[src/rtl/lrn_pkg.sv]
`default_nettype none
// ============================================================================
// Module      : lrn_pkg
// Description : Shared widths and saturation limits for the LRN LUT scaler.
// Revision    : 1.0 - initial release
// ============================================================================
package lrn_pkg;

    localparam int c_DATA_WIDTH = 16;
    localparam int c_ADDR_WIDTH = 6;
    localparam int c_SQ_WIDTH   = 32;
    localparam int c_SQ_SHIFT   = 8;
    localparam int c_FRAC_BITS  = 14;

    // Largest positive value representable in a dw-bit two's complement word.
    function automatic longint max_pos(input int dw);
        return (longint'(1) << (dw - 1)) - longint'(1);
    endfunction

    // Most negative value representable in a dw-bit two's complement word.
    function automatic longint max_neg(input int dw);
        return -(longint'(1) << (dw - 1));
    endfunction

    localparam longint c_MAX_POS = max_pos(c_DATA_WIDTH);
    localparam longint c_MAX_NEG = max_neg(c_DATA_WIDTH);

endpackage
`default_nettype wire

[src/rtl/lrn_sat_mul.sv]
`default_nettype none
// ============================================================================
// Module      : lrn_sat_mul
// Description : Signed activation x unsigned fixed-point scale, arithmetic
//               right shift (floor) and clip to the signed output range.
// Revision    : 1.0 - initial release
// ============================================================================
module lrn_sat_mul
    import lrn_pkg::*;
#(
    parameter int DATA_WIDTH = c_DATA_WIDTH,
    parameter int FRAC_BITS  = c_FRAC_BITS
) (
    input  logic signed [DATA_WIDTH-1:0] data,
    input  logic        [DATA_WIDTH-1:0] scale,
    output logic signed [DATA_WIDTH-1:0] result,
    output logic                         sat
);

    // One extra bit so the unsigned scale can be carried as a positive signed operand.
    localparam int PW = 2 * DATA_WIDTH + 1;

    localparam logic signed [PW-1:0] c_LIM_POS = PW'(max_pos(DATA_WIDTH));
    localparam logic signed [PW-1:0] c_LIM_NEG = PW'(max_neg(DATA_WIDTH));

    logic signed [PW-1:0] w_data_ext;
    logic signed [PW-1:0] w_scale_ext;
    logic signed [PW-1:0] w_prod;
    logic signed [PW-1:0] w_shift;

    assign w_data_ext  = PW'(data);
    assign w_scale_ext = PW'(scale);
    assign w_prod      = w_data_ext * w_scale_ext;
    assign w_shift     = w_prod >>> FRAC_BITS;

    // Clip the floored product into the output range and flag any clipping.
    always_comb begin
        result = w_shift[DATA_WIDTH-1:0];
        sat    = 1'b0;
        if (w_shift > c_LIM_POS) begin
            result = c_LIM_POS[DATA_WIDTH-1:0];
            sat    = 1'b1;
        end else if (w_shift < c_LIM_NEG) begin
            result = c_LIM_NEG[DATA_WIDTH-1:0];
            sat    = 1'b1;
        end
    end

endmodule
`default_nettype wire

[src/rtl/lrn_lut_scaler.sv]
`default_nettype none
// ============================================================================
// Module      : lrn_lut_scaler
// Description : Two-stage valid/ready pipeline that addresses the LRN scale
//               LUT from the sum-of-squares, aligns the registered ROM word
//               with the held activation and emits the saturated product.
// Revision    : 1.0 - initial release
// ============================================================================
module lrn_lut_scaler
    import lrn_pkg::*;
#(
    parameter int DATA_WIDTH = c_DATA_WIDTH,
    parameter int ADDR_WIDTH = c_ADDR_WIDTH,
    parameter int SQ_WIDTH   = c_SQ_WIDTH,
    parameter int SQ_SHIFT   = c_SQ_SHIFT,
    parameter int FRAC_BITS  = c_FRAC_BITS
) (
    input  logic                         clk,
    input  logic                         reset,
    input  logic                         in_valid,
    output logic                         in_ready,
    input  logic signed [DATA_WIDTH-1:0] in_data,
    input  logic        [SQ_WIDTH-1:0]   in_sqsum,
    output logic        [ADDR_WIDTH-1:0] rom_address,
    output logic                         rom_enable,
    input  logic        [DATA_WIDTH-1:0] rom_data,
    output logic                         out_valid,
    input  logic                         out_ready,
    output logic signed [DATA_WIDTH-1:0] out_data,
    output logic                         out_sat
);

    localparam logic [SQ_WIDTH-1:0] c_ADDR_MAX = SQ_WIDTH'((1 << ADDR_WIDTH) - 1);

    logic                         r_s1_valid;
    logic signed [DATA_WIDTH-1:0] r_s1_data;
    logic                         w_advance2;
    logic                         w_accept;
    logic        [SQ_WIDTH-1:0]   w_idx;
    logic signed [DATA_WIDTH-1:0] w_result;
    logic                         w_sat;

    // s1 may only take a new sample (and thus a new ROM read) when it is empty
    // or draining this edge, so the held ROM word always belongs to s1.
    assign w_advance2 = !out_valid || out_ready;
    assign in_ready   = reset && (!r_s1_valid || w_advance2);
    assign w_accept   = in_valid && in_ready;
    assign rom_enable = w_accept;
    assign w_idx      = in_sqsum >> SQ_SHIFT;

    // Saturating LUT index; forced to zero while held in reset.
    always_comb begin
        rom_address = '0;
        if (reset) begin
            rom_address = (w_idx > c_ADDR_MAX) ? '1 : w_idx[ADDR_WIDTH-1:0];
        end
    end

    lrn_sat_mul #(
        .DATA_WIDTH (DATA_WIDTH),
        .FRAC_BITS  (FRAC_BITS)
    ) u_sat_mul (
        .data   (r_s1_data),
        .scale  (rom_data),
        .result (w_result),
        .sat    (w_sat)
    );

    // Stage 1: hold the activation while the ROM read completes.
    always_ff @(posedge clk) begin
        if (!reset) begin
            r_s1_valid <= 1'b0;
            r_s1_data  <= '0;
        end else if (w_accept) begin
            r_s1_valid <= 1'b1;
            r_s1_data  <= in_data;
        end else if (w_advance2) begin
            r_s1_valid <= 1'b0;
        end
    end

    // Stage 2: output register, held while downstream stalls.
    always_ff @(posedge clk) begin
        if (!reset) begin
            out_valid <= 1'b0;
            out_data  <= '0;
            out_sat   <= 1'b0;
        end else if (w_advance2) begin
            out_valid <= r_s1_valid;
            if (r_s1_valid) begin
                out_data <= w_result;
                out_sat  <= w_sat;
            end
        end
    end

endmodule
`default_nettype wire
[config.mk]
export PLATFORM = sky130hd
export DESIGN_NAME = lrn_lut_scaler
export DESIGN_NICKNAME = d
export VERILOG_FILES = /design/src/rtl/lrn_pkg.sv /design/src/rtl/lrn_sat_mul.sv /design/src/rtl/lrn_lut_scaler.sv
export SDC_FILE = /design/constraint.sdc
export NUM_CORES = 1
export LEC_CHECK = 0
export CAP_MARGIN = 25
export CORE_UTILIZATION = 56
export CTS_BUF_LIST = sky130_fd_sc_hd__clkbuf_4
export DETAILED_ROUTE_END_ITERATION = 10
export PLACE_DENSITY = 0.78
export SKIP_LAST_GASP = 1
export SLEW_MARGIN = 10
export SYNTH_ARGS = -nofsm -noshare
export SYNTH_HDL_FRONTEND = slang
export SYNTH_SLANG_ARGS = --single-unit
[constraint.sdc]
create_clock -name clk -period 10.5 [get_ports clk]
set_input_delay 2.1 -clock clk [delete_from_list [all_inputs] [get_ports clk]]
set_output_delay 2.1 -clock clk [all_outputs]
set_load 0.02 [all_outputs]
# After elaboration in Yosys (flattened, before gate mapping)
# Index checks and enable logic that the tools add are counted.
[word_totals]
register_bits = 35
in_bits = 68
[op_classes]
mul = 1
n_lt_le_gt_ge = 3
mux = 8
n_reduce_logical = 8
[ops]
columns = ["operator", "n"]
rows = [
  ["$mul A16 B17 Y33", 1],
  ["$mux W16", 2],
  ["$gt A24 B6 Y1 const B", 1],
  ["$gt A19 B16 Y1 const B", 1],
  ["$lt A19 B16 Y1 const B", 1],
  ["$mux W6", 2],
  ["$mux W1", 4],
  ["$logic_and A1 B1 Y1", 2],
  ["$logic_not A1 Y1", 2],
  ["$logic_or A1 B1 Y1", 2],
  ["$reduce_and A2 Y1", 1],
  ["$reduce_bool A2 Y1", 1],
]

# Depth between registers and ports, before layout
# Gate-level depths: netlist of the first run.
[depth]
depth_word = 6
mapped_depth = 25
ltp_nobuf = 21

# By module
# Synthesis of the first run repeated with hierarchy kept, for this count alone.
[unflattened]
hier_cells = 1184
area_unflattened_um2 = 10316.1
[by_module_without_submodules]
columns = ["module", "n_inst", "cells_each", "area_each_um2", "seq_area_each_um2"]
rows = [
  ["lrn_sat_mul", 1, 1014, 8758.4, 0.0],
  ["lrn_lut_scaler", 1, 170, 1557.7, 700.7],
]

# Worst setup path after synthesis of the first run
# No wires, ideal clock.
[synth_path]
path_kind = "input -> register"
startpoint = "input port rom_data[5]"
endpoint = "register out_data[9]"
arrival_ps = 7824
slack_ps = 2542
path_stages = 21
path_buffers = 2
cell_sequence = "clkbuf_1 nand2_1 fa_1 inv_1 fa_1 fa_1 fa_1 fa_1 inv_1 fa_1 inv_1 ha_1 a211oi_2 o22ai_2 nand2_1 a31oi_2 a211oi_2 nor4_4 o41ai_4 buf_6 o32ai_2"
[synth_via]
elab_chain_cells = 4
[synth_lines]
columns = ["item", "line", "source"]
rows = [
  ["start: declaration", "lrn_lut_scaler.sv:26", "input logic [DATA_WIDTH-1:0] rom_data,"],
  ["$mul A16 B17 Y33 (*)", "lrn_sat_mul.sv:33", "assign w_prod = w_data_ext * w_scale_ext;"],
  ["$lt A19 B16 Y1", "lrn_sat_mul.sv:43", "end else if (w_shift < c_LIM_NEG) begin"],
  ["$mux W16", "lrn_sat_mul.sv:43", ""],
  ["$mux W16 (*)", "lrn_sat_mul.sv:40", "if (w_shift > c_LIM_POS) begin"],
  ["end signal: assignment", "lrn_lut_scaler.sv:91", "out_data <= w_result;"],
  ["end: declaration", "lrn_lut_scaler.sv:29", "output logic signed [DATA_WIDTH-1:0] out_data,"],
]
# Every way passes the cells marked *; elsewhere a longest branch is shown, timed or not.
# A chain may end at the register's enable or synchronous reset.

# Final worst setup path of the first run
[layout_path]
startpoint = "input port rom_data[8]"
endpoint = "register out_data[8]"
# Same word-level chain as after synthesis.

==> metrics.cfg, run 1 <==
[timing]
slew_viol_final = 0
skew_ps = 13.6
fin_ws_ps = 1430
worst_pin_slew_ps = 916
final_hold_viol_count = 0
period_share_pct = 86.4
max_freq_mhz = 110
fin_crit_ps = 9070
slew_headroom_pct = 38.8
finalSetupTns_ps = 0
setup_viol_count_final = 0
rsz0062_at_grt = no

[clocking]
numCtsBuffers = 5
htreeDepth = 2
ctsHoldBuffers = 0
clkLatencyLatePin_ps = 340
cts_root_buffer = clkbuf_4
post_cts_buffers = 0
cts_tree = yes
postCtsResizedCells = 0
cts.sinks = 35
path_clk_slew_ps = 120
clockBufferDepth = 2

[cells_and_area]
fin_area_sq_mm = 0.0114
register_area_sq_um = 701
nFillCells = 1556
multi_input_area_sq_mm = 0.00852
fin_cells = 1460
n_antenna_cell = 0
layout-drive-gt1-share_pct = 4.71
area_delta_synth_final_pct = 10.5
nets = 1610

[hold_path]
whs_path_depth = 1
hold_path.class = flop to flop
worstHoldEndpoint = out_data[15]
min_from = out_data[15]

[logic_synthesis]
ys_ff_latch = 35
synth-seq-area-share_pct = 6.77
synth.distinct_cells = 68
synthMuxAreaShare_pct = 0.0968
synthesis.nets = 1559
avgSynthCellArea_sq_um = 8.77
syn_inst = 1179
synth-adder-area-share_pct = 51.8
synth-edff-count = 0
synth-simple-area-share_pct = 19.1
async_reset_ff_share_pct = 0
yosys_warnings = 0
synth.cell_area_sq_mm = 0.0103
synth-xor-area-share_pct = 1.35
synthFlopType = dfxtp_1
synth_compound_area_share_pct = 10.1
synth_top_family_by_area = adder cells

[setup_path]
max_stage_delay_ps = 850
crit_buf_inv = 6
arrival_ps = 9270
worstPathRequired_ps = 10710
worst_path_max_delay_cell = clkdlybuf4s50_1
reg2reg_to = out_data[8]
worstPathMaxFanout = 16
r2r-start = r_s1_data[15]
cp_cell_sequence = clkdlybuf4s50_1 > and2_1 > fa_1 > inv_1 > fa_1 > fa_1 > fa_1 > inv_1 > fa_1 > inv_1 > fa_1 > inv_1 > ha_1 > nand2_1 > nor3_2 > o211ai_1 > nand4b_2 > a21oi_2 > xnor2_1 > o41ai_4 > buf_4 > o22ai_1
cp_top_family = adder cells
end_kind = flop
crit_top_cell = fa_1
crit_type = input port to flop
start_kind = input port
regToRegSetupSlack_ps = 3000
rr_worst_depth = 20

[die]
start_util_pct = 57.4
dieWidth_um = 138
core_area_sq_mm = 0.0180
io_pins = 94
die-area_sq_mm = 0.0190
rows = 49
fp.dieH_um = 138

[placement]
place_area_sq_mm = 0.0113
io_buffers = 85
gp_congestion = 0.872
pre_cts_ws_ps = 1090
hpwl_um = 19700
dp_cells = 1452

[routing]
vias = 8065
initialDrtViolationCount = 375
vias_per_cell = 5.52
drt_wl_total_um = 24200
ant_nets = 0
wl_per_cell_um = 16.6
drtPass1Iterations = 5
route.detailed.drc = 0

[pwr]
total_power_mw = 1.85
power.leakage_nw = 5.63
vdd_drop_max_mv = 0.190
power.density_mw_per_mm2 = 162

[grt]
track_usage_pct = 28.0
overflow = 0
grt_max_degree = 44
grt_pass1_wl_um = 41400
antenna_found_initial = 0
grt_pass1_vias = 8572

[run]
drv_cap = 0

[status]
status = completed

sequential cells by signal, indices dropped and copies added (netlist names):
| register | count |
|---|---|
| out_data | 16 |
| out_valid | 1 |
| r_s1_valid | 1 |
| out_sat | 1 |
| r_s1_data | 16 |
layout make-up:
cell class	count	area share, %
Clock buffer	5	0.329
Clock inverter	3	0.372
Inverter	244	8.02
Multi-Input combinational cell	849	74.5
Sequential cell	35	6.13
Tap cell	229	2.51
Timing Repair Buffer	95	8.10
how the worst max path moves through the flow:
| stage | to | depth (start not counted) | slack, ps | startpoint |
|---|---|---|---|---|
| 4_1_cts | out_data[8] | 22 | 1440 | rom_data[8] |
| 3_3_place_gp | out_data[8] | 22 | 1210 | rom_data[9] |
| 5_1_grt | out_data[8] | 22 | 1080 | rom_data[4] |
| 2_1_floorplan | out_data[9] | 21 | 2540 | rom_data[5] |
| 3_5_place_dp | out_data[8] | 22 | 1090 | rom_data[10] |
| 6_report | out_data[8] | 22 | 1430 | rom_data[8] |
routing by layer:
layer	vias up	wire length, um	global-route usage, %
met1	4099	9900	35.2
li1	3735	-	-
met2	181	12800	51.7
met5	-	0	0
met3	50	817	1.94
met4	0	717	7.31
through the flow:
stage | hold WS (ps) | util, %
2_1_floorplan | 480 | -
3_3_place_gp | 490 | 62.9
3_5_place_dp | 524 | 62.9
4_1_cts | 554 | 63.4
5_1_grt | 557 | 63.4
6_report | 543 | 63.4
cells by family (layout without fill, tap and decap cells):
kind of cell	after synthesis	count (layout)
XOR/XNOR	16	16
AND/OR/NAND/NOR	386	386
buffers and inverters	295	347
AO/OA/AOI/OAI	134	134
multiplexers	1	1
adder cells (fa/ha/maj)	312	312
flip-flops	35	35
power breakdown:
part | total, mW | switching [mW] | internal [mW]
registers | 0.196 | 0.0352 | 0.160
logic | 1.55 | 0.935 | 0.613
clock network | 0.103 | 0.0526 | 0.0502
total | 1.85 | 1.02 | 0.824
cell usage after synthesis (2+ instances only):
master / number / share of area [%]
o21ai_0: 41 / 2.0
or3_1: 3 / 0.18
nor4_1: 3 / 0.18
o2bb2ai_1: 3 / 0.25
a21oi_2: 2 / 0.17
o2bb2ai_2: 8 / 1.2
a211oi_2: 3 / 0.36
and3_1: 4 / 0.24
a21oi_1: 24 / 1.2
a21o_1: 7 / 0.51
clkbuf_1: 46 / 1.7
xnor2_1: 9 / 0.76
o211ai_1: 2 / 0.15
nor4_4: 2 / 0.41
and4_4: 2 / 0.22
fa_1: 193 / 37
ha_1: 119 / 14
o21ai_2: 3 / 0.25
or2_2: 2 / 0.12
nor2_1: 35 / 1.3
nand4_1: 3 / 0.18
nor3_1: 5 / 0.24
buf_6: 2 / 0.22
xor2_1: 7 / 0.59
dfxtp_1: 35 / 6.8
or4_1: 2 / 0.15
a31oi_1: 2 / 0.12
nand3_1: 9 / 0.44
o31ai_4: 2 / 0.41
o22ai_1: 3 / 0.18
inv_1: 244 / 8.9
buf_2: 3 / 0.15
nand2_1: 174 / 6.3
a211oi_1: 4 / 0.29
nor3_2: 2 / 0.19
nand2b_1: 9 / 0.54
o31ai_1: 3 / 0.22
o21a_1: 7 / 0.51
o21bai_1: 4 / 0.29
and2_1: 117 / 7.1
nor2b_1: 4 / 0.24
cell usage in the layout, fill, tap and decap left out, types with 3 or more instances in the layout:
cell             Yosys  layout
a21oi_1             24      24
o21ai_2              3       3
a211oi_1             4       4
o2bb2ai_1            3       3
o21a_1               7       7
nor2_1              35      35
and3_1               4       4
nand2b_1             9       9
buf_4                0      10
o22ai_1              3       3
fa_1               193     193
a211oi_2             3       3
xor2_1               7       7
xnor2_1              9       9
inv_1              244     244
nor4_1               3       3
ha_1               119     119
or3_1                3       3
o21ai_0             41      41
clkbuf_4             0       5
nand3_1              9       9
nand2_1            174     174
o21bai_1             4       4
clkdlybuf4s50_1      0      85
dfxtp_1             35      35
o2bb2ai_2            8       8
nand4_1              3       3
nor3_1               5       5
and2_1             117     117
o31ai_1              3       3
nor2b_1              4       4
a21o_1               7       7
Note: power is estimated with default switching activity, not from simulation.
==> run 2, diff against run 1 <==
DONT_BUFFER_PORTS = 1   (was not set)
PLACE_DENSITY = 0.71   (was 0.78)
SYNTH_HIERARCHICAL = 1   (was not set)
clock period = 8.8 ns   (was 10.5 ns; I/O delays follow)
==> metrics.cfg, run 2 <==
[status]
status = completed

[die]
dieWidth_um = 138
rows = 49
fp.dieH_um = 138
die-area_sq_mm = 0.0190
io_pins = 94
core_area_sq_mm = 0.0180
start_util_pct = 57.2

[timing]
period_share_pct = 91.6
setup_viol_count_final = 0
final_hold_viol_count = 0
rsz0062_at_grt = no
slew_headroom_pct = 38.2
worst_pin_slew_ps = 926
timing.hold.ws_ps = 584
finalSetupTns_ps = 0
fin_crit_ps = 8060
skew_ps = 8.52
max_freq_mhz = 124
slew_viol_final = 0

[pwr]
total_power_mw = 2.06
p_sw_mw = 1.14
clkPwrFrac_pct = 5.6
power.leakage_nw = 5.42
switching_share_pct = 55.3
vdd_drop_max_mv = 0.216
power_frac_comb_pct = 82.2
power.density_mw_per_mm2 = 197
power.internal_uw = 923
power_frac_seq_pct = 12.2

[logic_synthesis]
syn_inst = 1184
synth.cell_area_sq_mm = 0.0103
synthTopCellsByCount = 261 x inv_1, 193 x fa_1, 159 x nand2_1
synthesis.nets = 1564
synthFlopType = dfxtp_1
synth-seq-area-share_pct = 6.79
synth-edff-count = 0
yosys_warnings = 6
async_reset_ff_share_pct = 0
yosysMostFrequentCell = inv_1
synth_area_leaders = fa_1 37%, ha_1 14%, inv_1 9.5%, and2_1 7.0%, dfxtp_1 6.8%
synth.distinct_cells = 60
avgSynthCellArea_sq_um = 8.71
yosysTopAreaCellShare_pct = 37.5
synth.largest_area_cell = fa_1
ys_ff_latch = 35

[routing]
drt_wl_total_um = 24000
drtPass1Iterations = 5
wl_per_cell_um = 17.5
initialDrtViolationCount = 329
vias = 7564
vias_per_cell = 5.50
ant_nets = 0
route.detailed.drc = 0

[clocking]
postCtsResizedCells = 0
cts_tree = yes
cts_root_buffer = clkbuf_4
clkLatencyLatePin_ps = 340
post_cts_buffers = 0
ctsHoldBuffers = 0
htreeDepth = 2
path_clk_slew_ps = 110
numCtsBuffers = 5
clockBufferDepth = 2
cts.sinks = 35

[placement]
hpwl_um = 18300
io_buffers = 0
gp_congestion = 0.845

[setup_path]
worstPathRequired_ps = 9030
crit_buf_inv = 4
crit_type = input port to flop
crit_top_cell = fa_1
max_stage_delay_ps = 650
worst_path_max_delay_cell = a31oi_2
worstPathMaxFanout = 16
arrival_ps = 8290
start_kind = input port
cp_cell_sequence = and2_1 > fa_1 > inv_1 > fa_1 > inv_1 > fa_1 > fa_1 > fa_1 > inv_1 > fa_1 > inv_1 > ha_1 > a21oi_1 > o21ai_1 > a31oi_1 > o211ai_2 > a31oi_2 > o31ai_2 > xor2_2 > a31oi_2 > o21ai_0 > nand3_1 > a21boi_0
end_kind = flop
cp_top_family = adder cells

[run]
drv_cap = 0

[cells_and_area]
reg_top3 = out_data x16, r_s1_data x16
layout-drive-gt1-share_pct = 3.05
final_cell_mix = 261 x inv_1, 193 x fa_1, 159 x nand2_1, 119 x ha_1, 116 x and2_1
area_delta_synth_final_pct = 1.42
final_common_cell = inv_1
n_antenna_cell = 0
nets = 1525

[grt]
overflow = 0
grt_pass1_wl_um = 39500
grt_max_degree = 44
antenna_found_initial = 0
track_usage_pct = 27.5
grt_pass1_vias = 8068

[hold_path]
hold_path.class = flop to flop

-- run 2: cell types whose count changed after synthesis, sizes merged, moves of 7 or more --
cell,before,now
clkbuf,46,39
nand2,174,159
nand3,10,30
a211oi,8,1
mux2i,1,16
inv,244,262
o2bb2ai,11,0
nor2,35,18
a21boi,0,21
-- run 2: power groups by stage --
stage	Clock [mW]	Combinational [mW]	Sequential (mW)
floorplan	0	1.35	0.221
global placement	0	1.67	0.255
detailed placement	0	1.69	0.255
CTS	0.119	1.70	0.251
global route	0.125	1.94	0.255
finish	0.116	1.70	0.251
-- run 2: area by class of cell --
class	count	area [sq um]
Multi-Input combinational cell	838	8390
Timing Repair Buffer	3	22.5
Clock inverter	3	43.8
Sequential cell	35	701
Fill cell	1634	7560
Tap cell	229	287
Clock buffer	5	37.5
Inverter	262	983
-- run 2: cell families after synthesis --
family / share of synthesized area [%]
DFF: 6.79
muxes: 1.55
AOI/OAI and AO/OA: 8.77
xor gates and xnor gates: 1.77
buffers and inverters: 11.9
adders and majority gates: 51.9
and+or+nand+nor: 17.3
-- run 2: path summary, 6_finish.rpt --
path                 start            to  slack (ps)  cells after the start
max           rom_data[10]   out_data[2]         740                     23
min           out_data[14]  out_data[14]         580                      2
min reg2reg   out_data[14]  out_data[14]         580                      2
max reg2reg  r_s1_data[15]   out_data[2]        1160                     22
-- run 2: per-layer routing --
| metal | track usage [%] | wire, um | up-vias |
|---|---|---|---|
| met4 | 6.40 | 364 | 0 |
| li1 | - | - | 3545 |
| met1 | 34.0 | 9900 | 3794 |
| met3 | 2.83 | 997 | 32 |
| met2 | 51.2 | 12800 | 193 |
| met5 | 0 | 0 | - |
-- run 2: per-stage QoR --
stage,cells,setup WS (ps),utilization [%],area [sq um]
after floorplan,1184,906,-,10300
after global placement,1367,440,57.6,10400
after detailed placement,1367,383,57.6,10400
after CTS,1375,755,58.0,10500
after global routing,1375,400,58.0,10500
final,1375,741,58.0,10500
-- run 2: tightest hold or removal path, cell delays in order (launching register included) --
cell	delay [ps]
dfxtp_1	390
o21ai_0	100
a21boi_1	60
==> run 3, diff against run 2 <==
CORE_ASPECT_RATIO = 0.6   (was not set)
==> metrics.cfg, run 3 (synthesized netlist as in run 2, its figures left out) <==
[setup_path]
crit_top_cell = fa_1
worst_path_max_delay_cell = a31oi_2
arrival_ps = 8450
regToRegSetupSlack_ps = 1110
worstPathRequired_ps = 9040
max_stage_delay_ps = 650
start_kind = input port
r2r-start = r_s1_data[5]
cp_top_family = adder cells
crit_buf_inv = 4
crit_type = input port to flop
cp_cell_sequence = and2_1 > fa_1 > inv_1 > fa_1 > fa_1 > fa_1 > inv_1 > fa_1 > inv_1 > fa_1 > inv_1 > ha_1 > nand3_1 > o22ai_1 > a41oi_2 > o211ai_2 > a31oi_2 > o31ai_2 > xor2_2 > a31oi_2 > o21ai_0 > nand3_1 > a21boi_1
end_kind = flop
crit_start = rom_data[5]
worstPathMaxFanout = 16

[grt]
antenna_found_initial = 0
overflow = 0
track_usage_pct = 28.8
grt_pass1_wl_um = 41300
grt_max_degree = 44
grt_pass1_vias = 7684

[clocking]
ctsHoldBuffers = 0
path_clk_slew_ps = 100
cts.sinks = 35
cts_tree = yes
postCtsResizedCells = 0
post_cts_buffers = 0
numCtsBuffers = 5
cts_root_buffer = clkbuf_4
htreeDepth = 2
clockBufferDepth = 2
clkLatencyLatePin_ps = 340

[hold_path]
min_from = out_data[7]
hold_path.class = flop to flop

[placement]
hpwl_um = 20100
gp_congestion = 0.891
io_buffers = 0

[die]
fp.dieH_um = 107
core_area_sq_mm = 0.0181
start_util_pct = 57.1
die-area_sq_mm = 0.0190
rows = 38
io_pins = 94
dieWidth_um = 177

[routing]
top_layer_used = met4
dr_wl_met3_um = 2880
vias_per_cell = 5.52
drt_wl_total_um = 25500
drtPass1Iterations = 5
ant_nets = 0
route.detailed.drc = 0
vias = 7664
wl_per_cell_um = 18.3
wl_met1_um = 12600
initialDrtViolationCount = 469
met2_wirelength_um = 9730

[timing]
worst_pin_slew_ps = 956
max_freq_mhz = 122
finalSetupTns_ps = 0
rsz0062_at_grt = no
final_hold_viol_count = 0
setup_viol_count_final = 0
period_share_pct = 93.4
timing.hold.ws_ps = 585
skew_ps = 9.20
fin_crit_ps = 8220
slew_viol_final = 0
slew_headroom_pct = 36.2

[run]
drv_cap = 0

[cells_and_area]
layout-drive-gt1-share_pct = 3.31
fin_util_pct = 58.0
final_cell_mix = 261 x inv_1, 193 x fa_1, 159 x nand2_1, 119 x ha_1, 116 x and2_1
n_antenna_cell = 0
reg_top3 = out_data x16, r_s1_data x16
area_delta_synth_final_pct = 1.54
final_common_cell = inv_1
nets = 1528

[pwr]
power.density_mw_per_mm2 = 206
vdd_drop_max_mv = 0.190
power.leakage_nw = 5.42

[status]
status = completed

[run 3: changes by cell type in the layout (fill, tap and decap cells not counted)]
cell / before / now
buf_4: 3 / 6
bufinv_16: 1 / 0
clkbuf_4: 5 / 6
clkinv_4: 1 / 0
clkinvlp_4: 0 / 1
[run 3: worst min-delay path: stages (launching register included)]
cell and delay [ps]:
dfxtp_1 390, o21ai_0 100, a21boi_1 60
[run 3: through the flow]
step                      cells  setup slack, ps  instance area, sq um  total power [mW]
after floorplan            1184              906                 10300              1.57
after global placement     1381              381                 10400              2.01
after detailed placement   1381              305                 10400              2.01
after CTS                  1389              601                 10500              2.13
after global routing       1389              248                 10500              2.41
final                      1389              582                 10500              2.16
[run 3: final timing paths]
path,endpoint,cells past startpoint
worst min register to register,out_data[7],2
worst min-delay path,out_data[7],2
worst max register to register,out_data[1],23
worst max-delay path,out_data[1],23
[run 3: report_power, final]
part / switching [mW] / internal (mW) / leakage [nW]
Combinational: 1.10 / 0.719 / 5.10
Clock: 0.0541 / 0.0339 / 0.0317
Sequential: 0.0682 / 0.182 / 0.289
[run 3: final cells by class]
type | instances | area [sq um]
clock buffer | 6 | 45.0
clock inverter | 2 | 12.5
fill | 1621 | 7590
inverter | 262 | 983
multi-input combinational | 838 | 8390
sequential | 35 | 701
tap | 240 | 300
timing repair buffer | 6 | 45.0
[run 3: routing by layer]
metal  up-vias  GRT usage [%]
met3        18           9.93
met4         0           4.13
met1      3755           45.2
li1       3551              -
met5         -              0
met2       340           37.8
